## src/rtl/int_ctrl.sv

```systemverilog
// rtl/int_ctrl.sv - interrupt controller: synchronised edge-detected requests, mask, single INT line
//
// Ports:
//   clk         system clock, all state updates on the rising edge
//   rst         asynchronous active-low reset
//   irq         asynchronous level request lines from peripherals
//   trap_taken  1-cycle pulse, CPU entered the trap handler for INT
//   mret        1-cycle pulse, CPU executed mret
//   sel/we      MMIO select and write enable
//   addr        word offset: 0 PENDING (W1C), 1 MASK, 2 CAUSE (RO), 3 reserved
//   wdata       MMIO write data
//   rdata       MMIO read data, combinational from addr, 0 when sel=0
//   INT         registered interrupt request to the CPU
//   in_service  registered, high while a handler is running
module int_ctrl #(
    parameter int NUM_IRQ = 8
) (
    input  logic               clk,
    input  logic               rst,
    input  logic [NUM_IRQ-1:0] irq,
    input  logic               trap_taken,
    input  logic               mret,
    input  logic               sel,
    input  logic               we,
    input  logic [1:0]         addr,
    input  logic [31:0]        wdata,
    output logic [31:0]        rdata,
    output logic               INT,
    output logic               in_service
);

    typedef enum logic [1:0] {
        ST_IDLE    = 2'd0,
        ST_REQ     = 2'd1,
        ST_SERVICE = 2'd2
    } state_e;

    state_e             state_q, state_d;
    logic [NUM_IRQ-1:0] s1_q, s2_q, s3_q;
    logic [NUM_IRQ-1:0] pend_q, pend_d;
    logic [NUM_IRQ-1:0] mask_q, mask_d;
    logic               cause_v_q, cause_v_d;
    logic [3:0]         cause_id_q, cause_id_d;
    logic               int_q, int_d;
    logic               insv_q, insv_d;

    logic [NUM_IRQ-1:0] edge_v;
    logic [NUM_IRQ-1:0] active;
    logic [NUM_IRQ-1:0] win_oh;
    logic [3:0]         win_id;
    logic               wr_pend, wr_mask;

    // Only the low NUM_IRQ bits of wdata carry register content.
    logic unused_wdata;
    assign unused_wdata = ^wdata[31:NUM_IRQ];

    assign edge_v  = s2_q & ~s3_q;
    assign active  = pend_q & mask_q;
    // Isolate the lowest set bit: bit 0 has the highest priority.
    assign win_oh  = active & (~active + NUM_IRQ'(1));
    assign wr_pend = sel && we && (addr == 2'd0);
    assign wr_mask = sel && we && (addr == 2'd1);

    always_comb begin
        win_id = 4'd0;
        for (int i = NUM_IRQ - 1; i >= 0; i--) begin
            if (active[i]) begin
                win_id = 4'(i);
            end
        end
    end

    always_comb begin
        state_d    = state_q;
        cause_v_d  = cause_v_q;
        cause_id_d = cause_id_q;
        mask_d     = wr_mask ? wdata[NUM_IRQ-1:0] : mask_q;
        pend_d     = wr_pend ? (pend_q & ~wdata[NUM_IRQ-1:0]) : pend_q;

        case (state_q)
            ST_IDLE: begin
                if (active != '0) begin
                    state_d = ST_REQ;
                end
            end
            ST_REQ: begin
                if (trap_taken && (active != '0)) begin
                    state_d    = ST_SERVICE;
                    pend_d     = pend_d & ~win_oh;
                    cause_v_d  = 1'b1;
                    cause_id_d = win_id;
                end else if (active == '0) begin
                    state_d = ST_IDLE;
                end
            end
            ST_SERVICE: begin
                if (mret) begin
                    state_d   = ST_IDLE;
                    cause_v_d = 1'b0;
                end
            end
            default: state_d = ST_IDLE;
        endcase

        // Fresh edges are applied last so they win over W1C and claim clears.
        pend_d = pend_d | edge_v;
        int_d  = (state_d == ST_REQ);
        insv_d = (state_d == ST_SERVICE);
    end

    always_ff @(posedge clk or negedge rst) begin
        if (!rst) begin
            s1_q       <= '0;
            s2_q       <= '0;
            s3_q       <= '0;
            pend_q     <= '0;
            mask_q     <= '0;
            cause_v_q  <= 1'b0;
            cause_id_q <= 4'd0;
            state_q    <= ST_IDLE;
            int_q      <= 1'b0;
            insv_q     <= 1'b0;
        end else begin
            s1_q       <= irq;
            s2_q       <= s1_q;
            s3_q       <= s2_q;
            pend_q     <= pend_d;
            mask_q     <= mask_d;
            cause_v_q  <= cause_v_d;
            cause_id_q <= cause_id_d;
            state_q    <= state_d;
            int_q      <= int_d;
            insv_q     <= insv_d;
        end
    end

    always_comb begin
        rdata = 32'd0;
        if (sel) begin
            case (addr)
                2'd0:    rdata = 32'(pend_q);
                2'd1:    rdata = 32'(mask_q);
                2'd2:    rdata = {cause_v_q, 27'd0, cause_id_q};
                default: rdata = 32'd0;
            endcase
        end
    end

    assign INT        = int_q;
    assign in_service = insv_q;

endmodule

```

## config.mk

```make
export PLATFORM = sky130hd
export DESIGN_NAME = int_ctrl
export DESIGN_NICKNAME = d
export VERILOG_FILES = /design/src/rtl/int_ctrl.sv
export SDC_FILE = /design/constraint.sdc
export NUM_CORES = 1
export LEC_CHECK = 0
export ABC_AREA = 0
export BUFFER_PORTS_ARGS = -buffer_cell sky130_fd_sc_hd__buf_2
export CORE_MARGIN = 2
export CORE_UTILIZATION = 39
export DETAILED_ROUTE_END_ITERATION = 16
export MAX_ROUTING_LAYER = met4
export PLACE_DENSITY = 0.78
export SLEW_MARGIN = 0
export SYNTH_ARGS = -nofsm -noshare
export SYNTH_HDL_FRONTEND = slang
export SYNTH_SLANG_ARGS = --single-unit
```

## constraint.sdc

```tcl
create_clock -name clk -period 1.5 [get_ports clk]
set_clock_uncertainty 0.2 [all_clocks]
set_input_delay 0.15 -clock clk [delete_from_list [all_inputs] [get_ports clk]]
set_output_delay 0.15 -clock clk [all_outputs]
set_load 0.05 [all_outputs]
```

Word level (Yosys, flattened, before mapping)
Index checks and enable logic that the tools add are counted.

$add $sub $neg: 1. Multiply operators: 0. Div/mod/pow operators: 0. Order comparisons: 0. Equal/unequal tests: 8. Shift operators: 0. Mux-type cells: 21. Bitwise gates (word level): 10. Reduce and logical (&&, ||, !) cells: 11.

Operator list (count): 32-bit case mux with 3 select lines (1); 8-bit AND (5); 32-bit two-way mux (1); 8-bit NOT (4); 4-bit two-way mux (6); 8-bit two-way mux (3); 8-bit by 1-bit adder with 8-bit output (second input constant) (1); 8-bit zero test (1); 2-bit two-way mux (4); 8-bit bitwise OR (1); 8-bit nonzero test (1); 2-bit by 1-bit equality test with 1-bit output (second input constant) (3); 2-bit equality test (second input constant) (3); 3-bit two-way mux (2); 2-bit case mux with 3 select lines (1); 1-bit logical AND (4); 2-bit zero test (2); 2-bit != test (second input constant) (2); 3-bit AND reduction (1); 1-bit two-way mux (2); 1-bit case mux with 2 select lines (1); 2-bit AND reduction (1); 2-bit nonzero test (1).

Register bits after elaboration: 49. Bits in latches: 0. RAM bits: 0. ROM bits: 0. Input bits: 48. Word-level logic and storage cells: 61. Memories kept: 0.

Depth between registers and ports, before layout
Gate-level depths: netlist of run 1.

Depth after elaboration: 9. Mapped depth: 5. Gate-level depth less buffers: 4.

Least setup slack after synthesis of run 1
No wires, ideal clock.

Path kind: register to register. From: register mask_q[2]. To: register pend_q[5]. Setup time: 122 ps. Arrival time: 1231 ps. Data required time: 1178 ps. Path slack: -53 ps. Stages on the path, launching flop included: 5. Path buffers: 0. Period minus slack after synthesis: 1553 ps. Cells stage by stage: dfrtp_1 a22o_1 nor3_4 nand4_1 a32o_1.

Cells in the longest elaborated chain, start to end: 9. Elaborated cells between the ends (all ways): 11. Those cells by class: 1 x add/sub; 2 x mux; 6 x bitwise; 2 x reduce/logical.

RTL lines: from (decl) (line 41) `logic [NUM_IRQ-1:0] mask_q, mask_d;`; from (signal assigned) (line 128) `mask_q <= mask_d;`; 8-bit AND * (line 58) `assign active = pend_q & mask_q;`; 8-bit NOT (line 60) `assign win_oh = active & (~active + NUM_IRQ'(1));`; 8-bit by 1-bit adder with 8-bit output (line 60); 8-bit AND (line 60); 8-bit NOT (line 89) `pend_d = pend_d & ~win_oh;`; 8-bit AND (line 89); 8-bit two-way mux * (line 87) `if (trap_taken && (active != '0)) begin`; 8-bit two-way mux * (line 80) `case (state_q)`; 8-bit bitwise OR * (line 106) `pend_d = pend_d | edge_v;`; named net pend_d[5] (line 40) `logic [NUM_IRQ-1:0] pend_q, pend_d;`; to (signal assigned) (line 127) `pend_q <= pend_d;`; to (decl) (line 40).

The timed path passes the listed nets; every way through them passes the cells marked *. A chain may end at the register's enable or synchronous reset.

Worst setup path in the final report of run 1
From: register pend_q[1]. To: register cause_id_q[0].

Cells in the longest elaborated chain, start to end: 4. Elaborated cells between the ends (all ways): 6. Those cells by class: 2 x mux; 1 x bitwise; 3 x reduce/logical.

RTL lines: 8-bit AND * (line 58); 8-bit nonzero test (line 87); 1-bit logical AND (line 87); 2-bit AND reduction (no line); to (signal assigned) (line 130) `cause_id_q <= cause_id_d;`; to (decl) (line 43) `logic [3:0] cause_id_q, cause_id_d;`.

Every way passes the cells marked *; elsewhere a longest branch is shown, timed or not.

==> results of run 1 <==
metal layers:
layer / routed length, um / part of all wire [%] / vias to the layer above / GRT usage [%]
met5: 0 / 0 / - / -
li1: - / - / 785 / -
met2: 2612 / 52 / 57 / 26.98
met4: 146 / 2.9 / 0 / 7.679
met1: 2039 / 41 / 815 / 20.02
met3: 233 / 4.6 / 12 / 3.140
cell type report:
cell class,count,share of cell area (%)
clock buffer,5,2.187
clock inverter,1,0.9543
inverter,9,1.074
multi-input combinational,122,28.79
sequential,48,38.29
tap,70,2.783
timing repair buffer,97,25.92
power by group:
group | switching [mW] | total, mW | internal (mW)
clock network | 0.407 | 0.886 | 0.479
logic | 1.03 | 1.95 | 0.918
registers | 0.198 | 1.73 | 1.53
cell usage after synthesis, drive strengths merged, types with 2 or more instances:
library cell  count
nand3             5
nor2              8
mux2              9
nand2            22
dfrtp            48
a21oi             5
nand2b            2
and2              3
inv               9
buf              25
a22o              3
nand4             3
o21ai             8
a32o              8
nor3b             2
a22oi             4
nor3              2
mux2i             8
registers in the layout, indices dropped and copies added (netlist names):
| name | cells |
|---|---|
| in_service | 1 |
| mask_q | 8 |
| pend_q | 8 |
| s2_q | 8 |
| cause_v_q | 1 |
| cause_id_q | 3 |
| state_q | 2 |
| s1_q | 8 |
| s3_q | 8 |
| INT | 1 |
worst reg2reg max path, cell delays in order, from the launching register on:
cell and delay, ns:
dfrtp_2 0.44, buf_4 0.15, a22o_1 0.25, a31oi_2 0.21
a221oi_2 0.09, mux2_4 0.28
stage by stage:
stage | setup WS, ns | power [mW]
finish | -0.2387 | 4.571
detailed placement | -0.1353 | 3.111
CTS | -0.2030 | 4.255
floorplan | -0.04228 | 2.621
global route | -0.2928 | 4.812
global placement | -0.1087 | 3.068
what timing repair did:
item | in CTS | in global routing
gates cloned | 0 | 0
setup endpoints to repair | 19 | 24
pin swaps | 26 | 19
endpoints found under the hold margin | 74 | 0
gates resized for setup | 33 | 26
setup buffers | 9 | 7
hold buffers | 19 | 0
kinds of logic (layout without fill, tap and decap cells):
kind of cell | after synthesis | count (layout) | share of synthesized area, %
DFF | 48 | 48 | 56.60
and+or+nand+nor | 51 | 51 | 13.03
other | 1 | 23 | 0.1767
buffers and inverters | 34 | 112 | 10.20
AOI/OAI and AO/OA | 31 | 31 | 11.44
muxes | 17 | 17 | 8.550
worst max path at each step:
stage	end	slack [ns]	depth (start not counted)
after floorplan	rdata[3]	-0.04	3
after detailed placement	pend_q[7]	-0.14	4
final	cause_id_q[0]	-0.24	5
after CTS	cause_id_q[0]	-0.20	4
after global routing	cause_id_q[0]	-0.29	5
after global placement	pend_q[7]	-0.11	4
==> impl_metrics.csv, run 1 <==
group,metric,value,unit
placement,dp_cells,312,
critical_path,r2r_end,"cause_id_q[0]",
critical_path,reg2reg_from,"pend_q[1]",
power_and_ir_drop,vdd_drop_max,0.6215,mV
critical_path,end_kind,"register",
final_layout,fin_util,60.84,%
power_and_ir_drop,p_per_area,1453,mW/mm^2
yosys,synth_warnings,0,
clock_tree,cts_max_path_buffers,2,
critical_path,cp_cell_sequence,"buf_4 > a22o_1 > a31oi_2 > a221oi_2 > mux2_4",
yosys,synth_top_area_share,56.60,%
yosys,ys.flop_type,"dfrtp_1",
clock_tree,clk_latency,0.30,ns
min_path,hold_end,"INT",
clock_tree,numCtsBuffers,5,
yosys,synth-edff-count,0,
sta,holdWs,0.01550,ns
global_routing,grt_pass1_vias,1647,
die,dieArea,0.006047,mm^2
final_layout,fillCellCount,413,
global_routing,antenna_found_initial,0,
power_and_ir_drop,leakage,1.470,nW
critical_path,critical-path-top-delay-family,"compound AO/OA/AOI/OAI gates",
route,drt.antenna.violating_nets,0,
clock_tree,clkTransAtPathRegs,0.08,ns
status,failed_checks,"negative setup slack",
clock_tree,clkSinkCount,48,
critical_path,cp.buffers_inverters,1,
final_layout,final_cell_mix,"45 x dfrtp_1, 31 x buf_4, 26 x buf_2, 23 x conb_1, 20 x nand2_1",
clock_tree,root_buffer,"clkbuf_8",
yosys,syn_avg_cell_area,11.66,um^2
route,vias_per_cell,4.741,
final_layout,stdcell_area,0.003147,mm^2
route,wirelength,5.032,mm
yosys,synth.area.top_cells,"dfrtp_1 57%, buf_4 8.1%, mux2_2 4.2%, nand2_1 3.9%, a32o_1 3.8%",
die,die_w,77.77,um
final_layout,multi_input_area,905.9,um^2
die,boundaryPins,82,
sta,final_max_slew_viol_count,0,
yosys,yosys.cell_types.count,31,
final_layout,layout_commonest_cell,"dfrtp_1",
global_routing,grt_usage,16.59,%
route,vias,1669,
final_layout,final_nets,331,
final_layout,n_antenna_cell,0,
yosys,synth_area_leader_cell,"dfrtp_1",
yosys,netlist_area,0.002122,mm^2
route,post_drt_wl_per_cell,14.30,um
global_routing,grt_overflow,0,
route,drc,0,
min_path,hold_depth,3,
flow_run,drv_cap,0,
yosys,syn_inst,182,
sta,final-hold-violation-count,0,
critical_path,critPathLaunch,"pend_q[1]",
min_path,hp-class,"input pin to register",
critical_path,cp_data_arrival_time,1.72,ns
die,die_h,77.77,um
critical_path,slowest_stage,"dfrtp_2",
global_routing,grt_max_degree,30,
final_layout,layout-drive-gt1-share,43.26,%
critical_path,reg2reg_slack,-0.24,ns
critical_path,startpoint_type,"register",
yosys,async_reset_ff_share,100.0,%
min_path,min_from,"trap_taken",
sta,finalSetupViolations,24,
placement,place_congestion,0.8433,
sta,fin_crit,1.739,ns
final_layout,syn_to_final_growth,48.29,%
final_layout,fin_cells,352,
final_layout,ff_latch_area,0.001205,mm^2
clock_tree,htree_num_levels,2,
sta,timing.final.crit_share,115.9,%
critical_path,path_class,"register to register",
placement,numPortBuffers,34,
route,drtPass1Iterations,4,
yosys,ys_seq_area_share,56.60,%
global_routing,grt_pass1_wl,7.569,mm
route,drt_iter0_drc,53,
die,floorplan.initialDensity,41.03,%
die,num_rows,26,
critical_path,r2r_cells,5,
placement,hpwl,2.993,mm
yosys,ys_ff_latch,48,
sta,fmax,575.2,MHz
sta,fin_ws,-0.2387,ns
status,status,"complete, but fails checks",
critical_path,path_max_fanout,3,
sta,setup_tns,-2.673,ns
sta,rsz0062_at_grt,"true",
critical_path,cpPeakStageDelay,0.44,ns
placement,dpl_cell_area,0.002544,mm^2
clock_tree,cts_tree,"built",
die,coreArea,0.005172,mm^2
critical_path,cp.required,1.48,ns
(Power assumes the default switching activity.)
==> inputs of run 2 (changes only) <==
--- a/config.mk
+++ b/config.mk
@@ -5,13 +5,13 @@
 export SDC_FILE = /design/constraint.sdc
 export NUM_CORES = 1
 export LEC_CHECK = 0
-export ABC_AREA = 0
+export ABC_AREA = 1
 export BUFFER_PORTS_ARGS = -buffer_cell sky130_fd_sc_hd__buf_2
 export CORE_MARGIN = 2
 export CORE_UTILIZATION = 39
 export DETAILED_ROUTE_END_ITERATION = 16
 export MAX_ROUTING_LAYER = met4
-export PLACE_DENSITY = 0.78
+export PLACE_DENSITY = 0.77
 export SLEW_MARGIN = 0
 export SYNTH_ARGS = -nofsm -noshare
 export SYNTH_HDL_FRONTEND = slang
==> run 2 against run 1 <==
  * The flow still finishes with violations (negative setup slack)
  * Wire length is 13% lower
  * Worst hold slack better by 0.094 ns
  * Core utilization is 5.8 points lower
  * Cell count up 11%
  * Synthesized cell count increased by 29%
  * Die area grew 3.5%
  * Combinational power shrank 19%
  * Sequential power shrank 3%
  * Synthesized area up 3.7%
  * Critical path depth increased by 1
  * Flip-flop and latch count did not move
  * Critical path type is now register to primary output
  * Largest cell class unchanged
==> impl_metrics.csv, run 2 <==
group,metric,value,unit
sta,fmax,632.6,MHz
power_and_ir_drop,power,4.150,mW
placement,numPortBuffers,34,
sta,finalSetupViolations,9,
flow_run,drv_cap,0,
route,wirelength,4.363,mm
yosys,syn_inst,235,
critical_path,crit_top_cell,"buf_6",
placement,dpl_cell_area,0.002514,mm^2
critical_path,cpPeakStageDelay,0.42,ns
critical_path,critical-path-top-delay-family,"flip-flops",
final_layout,layout-drive-gt1-share,33.96,%
die,num_rows,27,
clock_tree,clkSinkCount,48,
route,drtPass1Iterations,4,
route,vias,1686,
die,dieArea,0.006257,mm^2
clock_tree,cts_tree,"built",
critical_path,slowest_stage,"dfrtp_1",
global_routing,grt_max_degree,49,
die,floorplan.initialDensity,40.19,%
critical_path,path_max_fanout,2,
yosys,yosys.cell_types.count,25,
global_routing,grt_usage,15.16,%
clock_tree,clk_latency,0.30,ns
yosys,netlist_area,0.002200,mm^2
die,coreArea,0.005473,mm^2
yosys,synth_warnings,0,
die,boundaryPins,82,
status,failed_checks,"negative setup slack",
placement,hpwl,2.864,mm
power_and_ir_drop,vdd_drop_max,0.9159,mV
critical_path,path_class,"register to primary output",
yosys,synth_most_common_cell,"nand2_1",
sta,final_max_slew_viol_count,0,
final_layout,final_nets,365,
sta,timing.final.crit_share,105.4,%
clock_tree,numCtsBuffers,5,
global_routing,grt_overflow,0,
yosys,synth-edff-count,0,
placement,place_congestion,0.8555,
route,drc,0,
critical_path,cp_data_arrival_time,1.23,ns
power_and_ir_drop,leakage,1.575,nW
yosys,ys_seq_area_share,54.61,%
yosys,ys.flop_type,"dfrtp_1",
route,drt_iter0_drc,157,
global_routing,grt_pass1_vias,1563,
placement,dp_cells,356,
critical_path,end_kind,"primary output",
status,status,"complete, but fails checks",
final_layout,n_antenna_cell,0,
route,drt.antenna.violating_nets,0,
yosys,synth.area.top_cells,"dfrtp_1 55%, nand2_1 12%, buf_4 7.8%, inv_1 4.6%, mux2_4 2.7%",
critical_path,startpoint_type,"register",
sta,final-hold-violation-count,0,
final_layout,syn_to_final_growth,36.92,%
global_routing,grt_pass1_wl,6.989,mm
yosys,async_reset_ff_share,100.0,%
yosys,yosys-top-cells-count,"69 x nand2_1, 48 x dfrtp_1, 27 x inv_1",
yosys,syn_avg_cell_area,9.360,um^2
die,die_h,79.10,um
sta,rsz0062_at_grt,"true",
final_layout,fin_cells,390,
clock_tree,root_buffer,"clkbuf_8",
final_layout,fillCellCount,477,
yosys,ys_ff_latch,48,
sta,holdWs,0.1091,ns
clock_tree,cts_max_path_buffers,2,
final_layout,final_cell_mix,"61 x nand2_1, 48 x dfrtp_1, 26 x buf_2, 25 x inv_1, 23 x conb_1",
route,post_drt_wl_per_cell,11.19,um
final_layout,layout_commonest_cell,"nand2_1",
sta,fin_ws,-0.08087,ns
critical_path,cp.buffers_inverters,3,
yosys,synth_area_leader_cell,"dfrtp_1",
min_path,hp-class,"input pin to register",
sta,fin_crit,1.581,ns
final_layout,stdcell_area,0.003012,mm^2
critical_path,cp_cell_sequence,"buf_6 > nand2_2 > o211ai_1 > nand2_1 > inv_1 > buf_6",
route,vias_per_cell,4.323,
die,die_w,79.10,um
clock_tree,htree_num_levels,2,
yosys,synth_top_area_share,54.61,%
power_and_ir_drop,p_per_area,1378,mW/mm^2
critical_path,cp.required,1.15,ns
clock_tree,clkTransAtPathRegs,0.08,ns
global_routing,antenna_found_initial,0,
run 2: cell types whose count changed in the layout (fill, tap and decap cells not counted), sizes merged, moves of 4 or more:
cell and delta:
a22oi -4, a32o -8, buf -19, inv +21, mux2 -4, mux2i -8
nand2 +56, o211ai +4
run 2: metrics by stage:
stage,setup TNS [ns],util (%),setup WS [ns]
floorplan,0,-,0.1207
global placement,0,45.93,0.03155
detailed placement,-0.002645,45.93,-0.002645
CTS,-0.2171,52.95,-0.08133
global route,-1.220,55.03,-0.1627
finish,-0.2745,55.03,-0.08087
run 2: worst register-to-register path, stage by stage, from the launching register on:
cell	delay (ns)
dfrtp_1	0.42
buf_4	0.16
nand2_4	0.08
nand2_4	0.07
inv_1	0.07
nand2_2	0.06
nor2_4	0.17
nand3b_1	0.10
nand2_1	0.07
nand2_1	0.05
run 2: logic make-up after synthesis:
logic type,after synthesis,share of synthesized area [%]
AND/OR/NAND/NOR,99,20.19
buffers and inverters,55,14.11
other,1,0.1705
multiplexers,5,3.242
AO/OA/AOI/OAI,27,7.679
flip-flops,48,54.61
run 2: worst paths after layout:
kind                            startpoint         to  slack, ns  cells past startpoint
worst max-delay path             mask_q[2]   rdata[2]      -0.08                      6
worst min register to register     s1_q[1]    s2_q[1]       0.14                      0
worst max register to register   mask_q[2]  pend_q[5]      -0.04                      9
worst min-delay path            trap_taken        INT       0.11                      3
min in group asynchronous              rst  pend_q[5]       0.16                      3
max in group asynchronous              rst  mask_q[3]       0.73                      3
run 2: area by class of cell:
cell class	count	area (um^2)	share of cell area [%]
clock buffers	6	72.57	2.410
inverters	30	115.1	3.822
clock inverters	2	35.03	1.163
flip-flops and latches	48	1201	39.88
well taps	72	90.09	2.991
multi-input cells	155	878.3	29.16
repair buffers	77	619.3	20.57
run 2: report_power, final:
part	internal (mW)	switching, mW	total [mW]	leakage, nW
Sequential	1.51	0.167	1.68	0.552
Combinational	0.633	0.939	1.57	0.968
Clock	0.495	0.402	0.896	0.0552
run 2: repair_timing:
action / 4_1_cts / 5_1_grt
hold buffers: 18 / 0
buffers inserted: 8 / 6
gates resized for setup: 26 / 18
hold endpoints to repair: 73 / 0
pin swaps: 12 / 13
cloned: 1 / 0
setup endpoints to repair: 11 / 24
run 2: metal layers:
layer	routed length, um	GRT usage (%)
met5	0	-
met4	58	6.897
met2	2106	22.97
met3	189	3.750
met1	2008	19.36
==> inputs of run 3 (changes only) <==
--- a/config.mk
+++ b/config.mk
@@ -8,10 +8,10 @@
 export ABC_AREA = 1
 export BUFFER_PORTS_ARGS = -buffer_cell sky130_fd_sc_hd__buf_2
 export CORE_MARGIN = 2
-export CORE_UTILIZATION = 39
+export CORE_UTILIZATION = 44
 export DETAILED_ROUTE_END_ITERATION = 16
 export MAX_ROUTING_LAYER = met4
-export PLACE_DENSITY = 0.77
+export PLACE_DENSITY = 0.84
 export SLEW_MARGIN = 0
 export SYNTH_ARGS = -nofsm -noshare
 export SYNTH_HDL_FRONTEND = slang
==> run 3 against run 2 <==
  * The run still ends with negative setup slack left
  * Setup slack better by 0.033 ns
  * Wire length is 3.3% higher
  * Via count is 3.2% higher
  * Global-route usage is 2.9 points higher
  * Register-to-register slack hardly changed
  * Critical path depth stayed put
  * Largest power group unchanged
==> impl_metrics.csv, run 3 (synthesis results as in run 2) <==
group,metric,value,unit
final_layout,final_cell_mix,"58 x nand2_1, 47 x dfrtp_1, 26 x inv_1, 26 x buf_2, 23 x conb_1",
route,drc,0,
clock_tree,clkTransAtPathRegs,0.08,ns
critical_path,cpPeakStageDelay,0.40,ns
sta,timing.final.crit_share,103.2,%
final_layout,fillCellCount,383,
final_layout,fin_cells,388,
global_routing,grt_overflow,0,
sta,fin_crit,1.548,ns
placement,pre_cts_slack,0.02656,ns
sta,finalSetupViolations,10,
critical_path,end_kind,"primary output",
placement,place_congestion,0.9241,
final_layout,syn_to_final_growth,37.09,%
min_path,hp-class,"input pin to register",
die,dieArea,0.005581,mm^2
final_layout,multi_input_area,874.6,um^2
critical_path,r2r_cells,7,
min_path,hold_depth,3,
global_routing,antenna_found_initial,0,
sta,holdWs,0.1139,ns
critical_path,cp.required,1.15,ns
critical_path,cp_data_arrival_time,1.20,ns
final_layout,final_nets,368,
final_layout,n_antenna_cell,0,
status,failed_checks,"negative setup slack",
final_layout,layout_commonest_cell,"nand2_1",
route,vias,1740,
die,die_h,74.71,um
critical_path,path_class,"register to primary output",
status,status,"complete, but fails checks",
clock_tree,cts_tree,"built",
critical_path,cp_cell_sequence,"buf_6 > nand2_2 > o211ai_1 > nand2_1 > inv_1 > buf_6",
power_and_ir_drop,p_per_area,1347,mW/mm^2
route,wirelength,4.505,mm
sta,fmax,645.9,MHz
placement,dp_cells,350,
sta,final_max_slew_viol_count,0,
route,drt.antenna.violating_nets,0,
die,boundaryPins,82,
critical_path,slowest_stage,"dfrtp_1",
critical_path,startpoint_type,"register",
power_and_ir_drop,leakage,1.580,nW
power_and_ir_drop,vdd_drop_max,0.8185,mV
final_layout,ff_latch_area,0.001202,mm^2
clock_tree,htree_num_levels,2,
sta,rsz0062_at_grt,"true",
flow_run,drv_cap,0,
clock_tree,clk_latency,0.29,ns
global_routing,grt_usage,18.08,%
global_routing,grt_pass1_vias,1663,
min_path,min_from,"trap_taken",
route,drt_iter0_drc,125,
critical_path,cp.buffers_inverters,3,
die,num_rows,25,
critical_path,r2r_end,"state_q[0]",
global_routing,grt_pass1_wl,7.272,mm
critical_path,reg2reg_slack,-0.04,ns
route,drtPass1Iterations,4,
sta,fin_ws,-0.04835,ns
clock_tree,numCtsBuffers,5,
clock_tree,root_buffer,"clkbuf_8",
global_routing,grt_max_degree,49,
placement,numPortBuffers,34,
route,post_drt_wl_per_cell,11.61,um
critical_path,critical-path-top-delay-family,"flip-flops",
min_path,hold_end,"INT",
clock_tree,cts_max_path_buffers,2,
critical_path,path_max_fanout,2,
critical_path,reg2reg_from,"pend_q[0]",
clock_tree,clkSinkCount,48,
critical_path,crit_top_cell,"buf_6",
sta,final-hold-violation-count,0,
placement,hpwl,2.932,mm
die,floorplan.initialDensity,45.96,%
die,die_w,74.71,um
route,vias_per_cell,4.485,
die,coreArea,0.004786,mm^2
final_layout,layout-drive-gt1-share,35.20,%
run 3: changes by cell type in the layout (fill, tap and decap cells not counted), moves of 2 or more:
cell,previous run,this run
buf_4,19,21
nand2_1,61,58
nand2_2,10,14
nand3_1,6,8
nand3_2,2,0
run 3: how the worst max path moves through the flow:
| stage | start | endpoint | slack (ns) | cells past startpoint |
|---|---|---|---|---|
| global route | mask_q[0] | rdata[0] | -0.13 | 5 |
| CTS | mask_q[1] | rdata[1] | -0.06 | 6 |
| global placement | mask_q[0] | pend_q[5] | 0.04 | 8 |
| finish | pend_q[0] | rdata[0] | -0.05 | 6 |
| detailed placement | addr[0] | pend_q[0] | 0.03 | 7 |
| floorplan | cause_v_q | rdata[31] | 0.12 | 2 |
run 3: what timing repair did:
item                                    4_1_cts  5_1_grt
pin swaps                                    10       15
cloned                                        0        1
buffers inserted                              9        4
endpoints found under the setup margin        7       24
endpoints found under the hold margin        72        0
gates resized for setup                      27       21
hold buffers                                 18        0
run 3: per-layer routing:
layer	GRT usage [%]	up-vias	routed length (um)
li1	-	857	-
met1	22.48	808	1884
met2	28.22	67	2245
met3	4.284	8	260
met4	8.135	0	115
met5	-	-	0
run 3: final cells by class:
| class | count | share of cell area, % |
|---|---|---|
| timing repair buffer | 80 | 21.41 |
| sequential | 48 | 39.88 |
| clock inverter | 1 | 0.2490 |
| clock buffer | 7 | 2.863 |
| multi-input combinational | 155 | 29.00 |
| inverter | 30 | 3.817 |
| tap | 67 | 2.780 |
run 3: tightest hold or removal path: cells and delay by family:
| kind | cells | cell delay [ns] |
|---|---|---|
| buffers and inverters | 1 | 0.07 |
| and+or+nand+nor | 2 | 0.35 |
run 3: metrics by stage:
stage                     TNS, ns  total power [mW]  util [%]  area, um^2
after floorplan                 0             2.607         -        2301
after global placement          0             2.909     52.24        2500
after detailed placement        0             2.949     52.24        2500
after CTS                 -0.2702             3.912     60.76        2908
after global routing       -1.378             4.324     63.01        3015
final                     -0.2709             4.061     63.01        3015
run 3: where the power goes:
| group | leakage (nW) | switching (mW) | internal, mW |
|---|---|---|---|
| logic | 0.984 | 0.942 | 0.663 |
| registers | 0.551 | 0.164 | 1.52 |
| clock network | 0.0445 | 0.402 | 0.375 |
